$ cat src/rtl/phase_to_amp.sv
// phase_to_amp: quarter-wave sine lookup with quadrant mirroring and sign,
// three register stages from phase word to DAC sample.
module phase_to_amp #(
    parameter bit OFFSET_BIN = 1'b1
) (
    input  logic       clk,
    input  logic       reset,
    input  logic [7:0] phase,
    input  logic       phase_valid,
    output logic [7:0] amp,
    output logic       amp_valid
);

    typedef struct packed {
        logic       valid;
        logic       sign;
        logic [5:0] idx;
    } s1_t;

    typedef struct packed {
        logic       valid;
        logic       sign;
        logic [6:0] q;
    } s2_t;

    // Midscale for the DAC in offset-binary, zero in two's complement.
    localparam logic [7:0] AMP_RST = OFFSET_BIN ? 8'd128 : 8'd0;

    // round(127*sin(pi*(2i+1)/256)); half-LSB offset keeps it symmetric.
    function automatic logic [6:0] quarter_sine(input logic [5:0] i);
        logic [6:0] q;
        case (i)
            6'd0:    q = 7'd2;
            6'd1:    q = 7'd5;
            6'd2:    q = 7'd8;
            6'd3:    q = 7'd11;
            6'd4:    q = 7'd14;
            6'd5:    q = 7'd17;
            6'd6:    q = 7'd20;
            6'd7:    q = 7'd23;
            6'd8:    q = 7'd26;
            6'd9:    q = 7'd29;
            6'd10:   q = 7'd32;
            6'd11:   q = 7'd35;
            6'd12:   q = 7'd38;
            6'd13:   q = 7'd41;
            6'd14:   q = 7'd44;
            6'd15:   q = 7'd47;
            6'd16:   q = 7'd50;
            6'd17:   q = 7'd53;
            6'd18:   q = 7'd56;
            6'd19:   q = 7'd58;
            6'd20:   q = 7'd61;
            6'd21:   q = 7'd64;
            6'd22:   q = 7'd67;
            6'd23:   q = 7'd69;
            6'd24:   q = 7'd72;
            6'd25:   q = 7'd74;
            6'd26:   q = 7'd77;
            6'd27:   q = 7'd79;
            6'd28:   q = 7'd82;
            6'd29:   q = 7'd84;
            6'd30:   q = 7'd86;
            6'd31:   q = 7'd89;
            6'd32:   q = 7'd91;
            6'd33:   q = 7'd93;
            6'd34:   q = 7'd95;
            6'd35:   q = 7'd97;
            6'd36:   q = 7'd99;
            6'd37:   q = 7'd101;
            6'd38:   q = 7'd103;
            6'd39:   q = 7'd105;
            6'd40:   q = 7'd106;
            6'd41:   q = 7'd108;
            6'd42:   q = 7'd110;
            6'd43:   q = 7'd111;
            6'd44:   q = 7'd113;
            6'd45:   q = 7'd114;
            6'd46:   q = 7'd115;
            6'd47:   q = 7'd117;
            6'd48:   q = 7'd118;
            6'd49:   q = 7'd119;
            6'd50:   q = 7'd120;
            6'd51:   q = 7'd121;
            6'd52:   q = 7'd122;
            6'd53:   q = 7'd123;
            6'd54:   q = 7'd124;
            6'd55:   q = 7'd124;
            6'd56:   q = 7'd125;
            6'd57:   q = 7'd125;
            6'd58:   q = 7'd126;
            6'd59:   q = 7'd126;
            6'd60:   q = 7'd127;
            6'd61:   q = 7'd127;
            6'd62:   q = 7'd127;
            default: q = 7'd127;
        endcase
        return q;
    endfunction

    s1_t        s1_q;
    s2_t        s2_q;
    logic [5:0] idx_d;
    logic [7:0] s_d;
    logic [7:0] amp_d;

    always_comb begin
        idx_d = phase[6] ? ~phase[5:0] : phase[5:0];
    end

    always_ff @(posedge clk or posedge reset) begin
        if (reset) begin
            s1_q <= '0;
        end else begin
            s1_q.valid <= phase_valid;
            if (phase_valid) begin
                s1_q.sign <= phase[7];
                s1_q.idx  <= idx_d;
            end
        end
    end

    always_ff @(posedge clk or posedge reset) begin
        if (reset) begin
            s2_q <= '0;
        end else begin
            s2_q.valid <= s1_q.valid;
            if (s1_q.valid) begin
                s2_q.sign <= s1_q.sign;
                s2_q.q    <= quarter_sine(s1_q.idx);
            end
        end
    end

    // Offset-binary is the signed sample with its MSB inverted.
    always_comb begin
        s_d   = s2_q.sign ? (8'd0 - {1'b0, s2_q.q}) : {1'b0, s2_q.q};
        amp_d = OFFSET_BIN ? {~s_d[7], s_d[6:0]} : s_d;
    end

    always_ff @(posedge clk or posedge reset) begin
        if (reset) begin
            amp       <= AMP_RST;
            amp_valid <= 1'b0;
        end else begin
            amp_valid <= s2_q.valid;
            if (s2_q.valid) begin
                amp <= amp_d;
            end
        end
    end

endmodule

$ cat config.mk
export PLATFORM = sky130hd
export DESIGN_NAME = phase_to_amp
export DESIGN_NICKNAME = d
export VERILOG_FILES = /design/src/rtl/phase_to_amp.sv
export SDC_FILE = /design/constraint.sdc
export NUM_CORES = 1
export LEC_CHECK = 0
export ABC_AREA = 0
export BUFFER_PORTS_ARGS = -buffer_cell sky130_fd_sc_hd__buf_2
export CAP_MARGIN = 20
export CORE_UTILIZATION = 40
export DETAILED_ROUTE_END_ITERATION = 10
export PLACE_DENSITY = 0.61
export SETUP_SLACK_MARGIN = 0.1
export SYNTH_ARGS = -nofsm -noshare
export SYNTH_HDL_FRONTEND = slang
export SYNTH_SLANG_ARGS = --single-unit
$ cat constraint.sdc
create_clock -name clk -period 2.3 [get_ports clk]
set_clock_uncertainty 0.15 [all_clocks]
set_input_delay 0.23 -clock clk [delete_from_list [all_inputs] [get_ports clk]]
set_output_delay 0.23 -clock clk [all_outputs]
set_load 0.05 [all_outputs]
; ---- Word-level counts from Yosys, hierarchy flattened
; Memories as Yosys holds them, arrays and structs flattened. A register that Yosys moved wholly into a read port is not among the register bits.
; Index checks and enable logic that the tools add are counted.
[totals]
rom_bits = 448
inputBits = 11
memories = 1
output_inout_bits = 9
mem_bits_rw = 0
latchBits = 0
word_cells = 13
reg_bits = 19
[memory_table]
columns = memory, depth, word_bits, read_ports, rd_ports_with_merged_regs, wr, line_no
row1 = (name not given), 64, 7, 1, 1, 0, 32  ; case (i)
[op_classes]
multipliers = 0
order_cmp = 0
muxes = 2
shift = 0
eq_ne = 0
add_sub_neg = 1
bitwise = 2
reduce_logical = 0
div = 0
[ops]
columns = operator, n
row1 = 2-to-1 mux 8 bit, 1
row2 = subtractor 1 x 7 -> 8 bit (first input constant), 1
row3 = 2-to-1 mux 6 bit, 1
row4 = NOT 6 bit, 1
row5 = NOT 1 bit, 1

; ---- Logic depth before layout (Yosys ltp)
; Gate-level depths: netlist of the first run.
[logic_depth]
word_depth = 3
mapped_depth = 7
ltp_nobuf = 6

; ---- Worst setup path before layout of the first run
; OpenSTA, ideal clock, no wires.
[synth_path]
path_type = register to register
start = register s1_q[1] (netlist name)
end = register, netlist name s2_q[2]
required_ns = 2.023
setup_time_ns = 0.127
arrival_ns = 1.748
stages_incl_launch_ff = 7
path_slack_ns = 0.275
n_path_buf = 0
synth_period_minus_slack_ns = 2.025
path_cell_list = dfrtp_1 inv_1 ha_1 mux2_1 mux4_2 a22oi_1 o21ai_1
[synth_rtl]
columns = item, line_no
row1 = from (decl), 101  ; s1_t s1_q;

==> results of run 1 <==
## metal layers
| layer | part of all wire [%] | vias up |
|---|---|---|
| met5 | 0 | - |
| met4 | 1.7 | 0 |
| met3 | 3.6 | 9 |
| met2 | 49 | 32 |
| met1 | 46 | 610 |
| li1 | - | 661 |
## state kept, by name, indices dropped and copies added (netlist names)
register / cells
amp_valid: 1
s2_q: 9
s1_q: 8
amp: 8
## layout by cell type (no fill, tap or decap), drive strengths merged
master,Yosys,final
nor2b,8,8
o311ai,1,1
o221ai,1,1
a22oi,1,1
o31ai,2,2
a21oi,19,19
nand3b,2,2
nand2,10,10
dlygate4sd3,0,1
o221a,1,1
o211ai,1,1
a211oi,2,2
mux2i,1,1
o22ai,3,3
nor2,14,14
a31oi,2,2
mux4,2,2
mux2,6,6
dfstp,1,1
bufinv,0,1
dfrtp,25,25
or3b,1,1
o21ai,12,12
nor3,4,4
o21a,2,2
ha,12,12
inv,11,11
xnor2,8,8
xor2,4,4
buf,5,25
and3b,1,1
o2bb2ai,1,1
clkbuf,7,3
a221o,1,1
nand2b,5,5
a31o,2,2
## path summary, 6_finish.rpt
check                      endpoint  slack [ns]  cells after the start
setup / recovery            s2_q[2]        0.24                      6
min in group asynchronous    amp[1]        0.40                      4
hold / removal              s1_q[6]        0.05                      2
setup reg to reg            s2_q[2]        0.24                      6
max in group asynchronous    amp[7]        1.31                      4
hold reg to reg              amp[0]        0.36                      1
## power breakdown
part	total, W	switching, W	leakage, nW	internal, W
combinational	0.000612	0.000380	0.495	0.000233
sequential	0.000650	0.000100	0.294	0.000550
clock	0.000381	0.000148	0.0357	0.000233
total	0.00164	0.000627	0.824	0.00102
## stage by stage
step / cells / utilization (%) / hold WS, ns / total power, W
2_1_floorplan: 178 / - / 0.1114 / 0.001127
3_3_place_gp: 241 / 45.23 / 0.1439 / 0.001259
3_5_place_dp: 241 / 45.23 / 0.1566 / 0.001273
4_1_cts: 246 / 47.26 / 0.04879 / 0.001657
5_1_grt: 246 / 47.29 / 0.04881 / 0.001737
6_report: 246 / 47.29 / 0.04996 / 0.001644
## area by class of cell
| cell class | count | area (um^2) | share of cell area (%) |
|---|---|---|---|
| inverter | 11 | 41.29 | 2.183 |
| clock buffer | 3 | 41.29 | 2.183 |
| multi-input combinational | 129 | 913.4 | 48.28 |
| clock inverter | 1 | 30.03 | 1.587 |
| sequential | 26 | 653.1 | 34.52 |
| timing repair buffer | 26 | 150.1 | 7.937 |
| tap | 50 | 62.56 | 3.307 |
## cell families after synthesis
group	Yosys count	synth area share, %
AOI/OAI and AO/OA	51	18.79
buffers and inverters	23	5.585
adders and majority gates	12	9.056
muxes	9	7.396
DFF	26	39.32
and+or+nand+nor	45	13.51
xor gates and xnor gates	12	6.340
## timing repair
item | in CTS | in global routing
setup endpoints to repair | 0 | 1
gates resized for setup | 0 | 1
hold buffers | 1 | 0
setup buffers | 0 | 0
endpoints found under the hold margin | 25 | 0
==> flow_summary.yaml, run 1 <==
sta:
  setup_viol: 0
  timing.final.crit_share_pct: 89.66
  worst_pin_slew_ns: 0.4668
  max_freq_ghz: 0.4849
  drv_slew: 0
  timing.final.ws_setup_ns: 0.2379
  relSlewSlack_pct: 68.88
  finalCriticalPeriod_ns: 2.062
  rsz0062_at_grt: "false"
  hold_viol: 0
  setup_tns_ns: 0
drt:
  drtAntennaViolNets: 0
  drt_iter0_markers: 50
  wl_um: 3261
  drc: 0
  wl_per_cell_um: 13.26
  firstDrtPassIters: 4
  vias: 1312
  drt-vias-per-instance: 5.333
cells_and_area:
  final_area_um2: 1892
  nFillCells: 384
  syn_to_final_growth_pct: 14.11
  diodes: 0
  fin_nets: 220
  layout-drive-gt1-share_pct: 19.90
cts:
  clk_latency_ns: 0.27
  ctsHtreeMaxLevel: 1
  clockRootBuffer: "clkbuf_8"
  cts_buffers: 3
  cts_tree: "done"
  cts_buffer_depth: 2
  clk_pin_slew_worst_paths_ns: 0.09
  cts.sinks: 26
synthesis:
  synth_top_area_share_pct: 37.74
  synth.area.top_cells: "dfrtp_1, ha_1, a21oi_1"
  async_flop_share_pct: 100.0
  synthCells: 178
  ys_ff_latch: 26
  syn_area_um2: 1658
  yosysTopAreaCell: "dfrtp_1"
  synth_common_cells: "dfrtp_1, a21oi_1, nor2_1"
  synthesis.nets: 201
  seq_area_frac_synth_pct: 39.32
  synth_edf_count: 0
  avgSynthCellArea_um2: 9.314
  ys.flop_type: "dfrtp_1"
  ys_warn_count: 0
  ys_types: 37
  yosysMostFrequentCell: "dfrtp_1"
placement:
  hpwl_um: 2478
  dpl_cell_area_um2: 1809
  gp_congestion: 0.8309
  io_buffers: 19
  place_ws_ns: 0.1338
grt:
  grt_pass1_wl_um: 5478
  use_met1_pct: 19.85
  grt_overflow: 0
  grt.total_usage_pct: 16.44
  grt_pass1_vias: 1190
  grt_max_degree: 27
  grt_busiest_layer: "met2"
  gr-usage-met3_pct: 4.138
  antenna_found_initial: 0
  use_met2_pct: 28.83
outcome:
  status: "finished, final reports clean"
die:
  row_count: 23
  die_area_um2: 4406
  core-area_um2: 4000
  die_h_um: 66.38
  top_level_ports: 20
  start_util_pct: 41.45
  die_w_um: 66.38
setup_path:
  cp_num_buf_inv: 1
  critPathSlowestCell: "dfrtp_2"
  critPathMaxStageDelay_ns: 0.47
  crit_arrival_ns: 2.07
  critPathRequiredTime_ns: 2.31
  critPathMaxFanout: 10
  crit_path_cell_trace: "inv_1 > ha_1 > xnor2_1 > mux4_2 > a22oi_1 > o21ai_1"
  critPathKind: "flop to flop"
  r2r_start: "s1_q[0]"
  end_kind: "flop"
  critPathLaunchType: "flop"
  startpoint: "s1_q[0]"
  cp_top_family: "flip-flops"
power:
  peakVddDrop_mv: 0.4027
  p_leak_nw: 0.8240
  powerDensity_nw_per_um2: 868.8
hold_path:
  worstHoldStart: "phase[7]"
  min_path_type: "input pin to flop"
run:
  maxCapViolCount: 0
Power figures use the tool's default switching activity.
==> inputs of run 2 (changes only) <==
--- a/config.mk
+++ b/config.mk
@@ -8,9 +8,9 @@
 export ABC_AREA = 0
 export BUFFER_PORTS_ARGS = -buffer_cell sky130_fd_sc_hd__buf_2
 export CAP_MARGIN = 20
-export CORE_UTILIZATION = 40
+export CORE_UTILIZATION = 55
 export DETAILED_ROUTE_END_ITERATION = 10
-export PLACE_DENSITY = 0.61
+export PLACE_DENSITY = 0.79
 export SETUP_SLACK_MARGIN = 0.1
 export SYNTH_ARGS = -nofsm -noshare
 export SYNTH_HDL_FRONTEND = slang
==> run 2 against run 1 <==
- non-clock buffer count up 1
- total power down 3.7%
- die area down 27%
- critical path type unchanged
- utilization up 19 points
- cell count down 7.3%
- worst hold slack worse by 0.026 ns
- maximum frequency up 1.1%
- largest power group unchanged
- first-iteration DRC count down 30%
- global-route usage up 5.1 points
==> flow_summary.yaml, run 2 (synthesis results as in run 1) <==
outcome:
  status: "finished, final reports clean"
grt:
  grt_overflow: 0
  grt_pass1_vias: 1210
  grt_max_degree: 27
  grt.total_usage_pct: 21.55
  antenna_found_initial: 0
  grt_pass1_wl_um: 5409
power:
  powerDensity_nw_per_um2: 851.2
  switching_share_pct: 39.34
  combinationalPowerShare_pct: 39.4
  switchingPower_w: 0.0006230
  sequentialPowerShare_pct: 40.8
  p_int_w: 0.0009607
  pwr-share-clk_pct: 19.8
  peakVddDrop_mv: 0.4901
  p_leak_nw: 0.8207
sta:
  finalCriticalPeriod_ns: 2.040
  hold_viol: 0
  setup_viol: 0
  worst_pin_slew_ns: 0.5973
  drv_slew: 0
  rsz0062_at_grt: "false"
  max_freq_ghz: 0.4902
  setup_tns_ns: 0
  relSlewSlack_pct: 60.18
  timing.final.crit_share_pct: 88.69
cells_and_area:
  final_area_um2: 1861
  top_register: "s2_q"
  largest_reg_flops: 9
  layout-drive-gt1-share_pct: 18.78
  diodes: 0
  fin_nets: 221
  final_common_cell: "dfrtp_1"
  syn_to_final_growth_pct: 12.23
  reg_top3: "s2_q: 9 flops, amp: 8 flops, s1_q: 8 flops"
  layout_common_cells: "dfrtp_1, a21oi_1, buf_2"
cts:
  cts_buffer_depth: 2
  cts_buffers: 3
  cts.sinks: 26
  ctsHtreeMaxLevel: 1
  cts_tree: "done"
  clk_pin_slew_worst_paths_ns: 0.14
  clk_latency_ns: 0.32
  cts_setup_buffers: 0
  clockRootBuffer: "clkbuf_4"
die:
  die_h_um: 56.90
  start_util_pct: 59.10
  core-area_um2: 2805
  top_level_ports: 20
  row_count: 19
  die_w_um: 56.90
  die_area_um2: 3238
setup_path:
  critPathRequiredTime_ns: 2.37
  critPathKind: "flop to flop"
  critPathLaunchType: "flop"
  critPathMaxStageDelay_ns: 0.47
  cp_num_buf_inv: 1
  crit_path_cell_trace: "inv_1 > ha_1 > xnor2_1 > mux4_2 > a22oi_1 > o21ai_1"
  critPathSlowestCell: "mux4_2"
  critPathMaxFanout: 5
  end_kind: "flop"
  cp_top_family: "multiplexers"
  crit_arrival_ns: 2.11
drt:
  firstDrtPassIters: 4
  drc: 0
  drt_iter0_markers: 35
  vias: 1317
  wl_um: 3265
  drtAntennaViolNets: 0
  wl_per_cell_um: 14.32
  drt-vias-per-instance: 5.776
placement:
  gp_congestion: 0.9033
  dpl_cell_area_um2: 1778
  hpwl_um: 2366
  io_buffers: 19
hold_path:
  min_path_type: "input pin to flop"
run:
  maxCapViolCount: 0
==> run 2: layer usage <==
metal  wire length [um]  part of all wire (%)  global-route usage [%]  up-vias
met2               1667                    51                   38.99       43
met4                 68                   2.1                   7.317        0
li1                   -                     -                       -      655
met5                  0                     0                       0        -
met3                153                   4.7                   4.839        8
met1               1375                    42                   25.00      611
==> run 2: power groups by stage <==
| stage | combinational, W | clock (W) | sequential [W] |
|---|---|---|---|
| after detailed placement | 0.000617 | 0 | 0.000654 |
| after CTS | 0.000623 | 0.000321 | 0.000645 |
| after global placement | 0.000600 | 0 | 0.000649 |
| after global routing | 0.000676 | 0.000332 | 0.000659 |
| final | 0.000623 | 0.000314 | 0.000646 |
| after floorplan | 0.000342 | 0 | 0.000785 |
==> run 2: worst paths after layout <==
check / cells after the start / endpoint / slack (ns) / startpoint
worst max-delay path: 6 / s2_q[2] / 0.26 / s1_q[0]
worst min-delay path: 3 / s1_q[3] / 0.02 / phase[3]
worst max register to register: 6 / s2_q[2] / 0.26 / s1_q[0]
worst min register to register: 1 / amp[0] / 0.37 / amp[0]
max in group asynchronous: 4 / amp[7] / 1.37 / reset
min in group asynchronous: 4 / s1_q[4] / 0.34 / reset
==> run 2: worst min-delay path, stage by stage <==
cell and delay (ns):
buf_2 0.08, xnor2_1 0.10, a21oi_1 0.06
==> run 2: what timing repair did <==
action / CTS / global route
hold buffers: 3 / 0
endpoints found under the hold margin: 27 / 0
gates resized for setup: 0 / 0
==> run 2: per-stage QoR <==
step / instances / total power [W] / setup WS [ns] / hold slack [ns] / util [%]
final: 228 / 0.001584 / 0.2601 / 0.02440 / 66.32
after global placement: 221 / 0.001249 / 0.3849 / 0.1356 / 63.38
after global routing: 228 / 0.001668 / 0.1643 / 0.03404 / 66.32
after CTS: 228 / 0.001588 / 0.2427 / 0.01391 / 66.32
after floorplan: 178 / 0.001127 / 0.2751 / 0.1114 / -
after detailed placement: 221 / 0.001271 / 0.2754 / 0.1476 / 63.38
==> run 2: area by class of cell <==
| class | instances | area (um^2) |
|---|---|---|
| fillers | 222 | 944.7 |
| multi-input cells | 129 | 913.4 |
| flip-flops and latches | 26 | 651.9 |
| repair buffers | 27 | 162.7 |
| inverters | 11 | 41.29 |
| well taps | 31 | 38.79 |
| clock inverters | 1 | 30.03 |
| clock buffers | 3 | 22.52 |
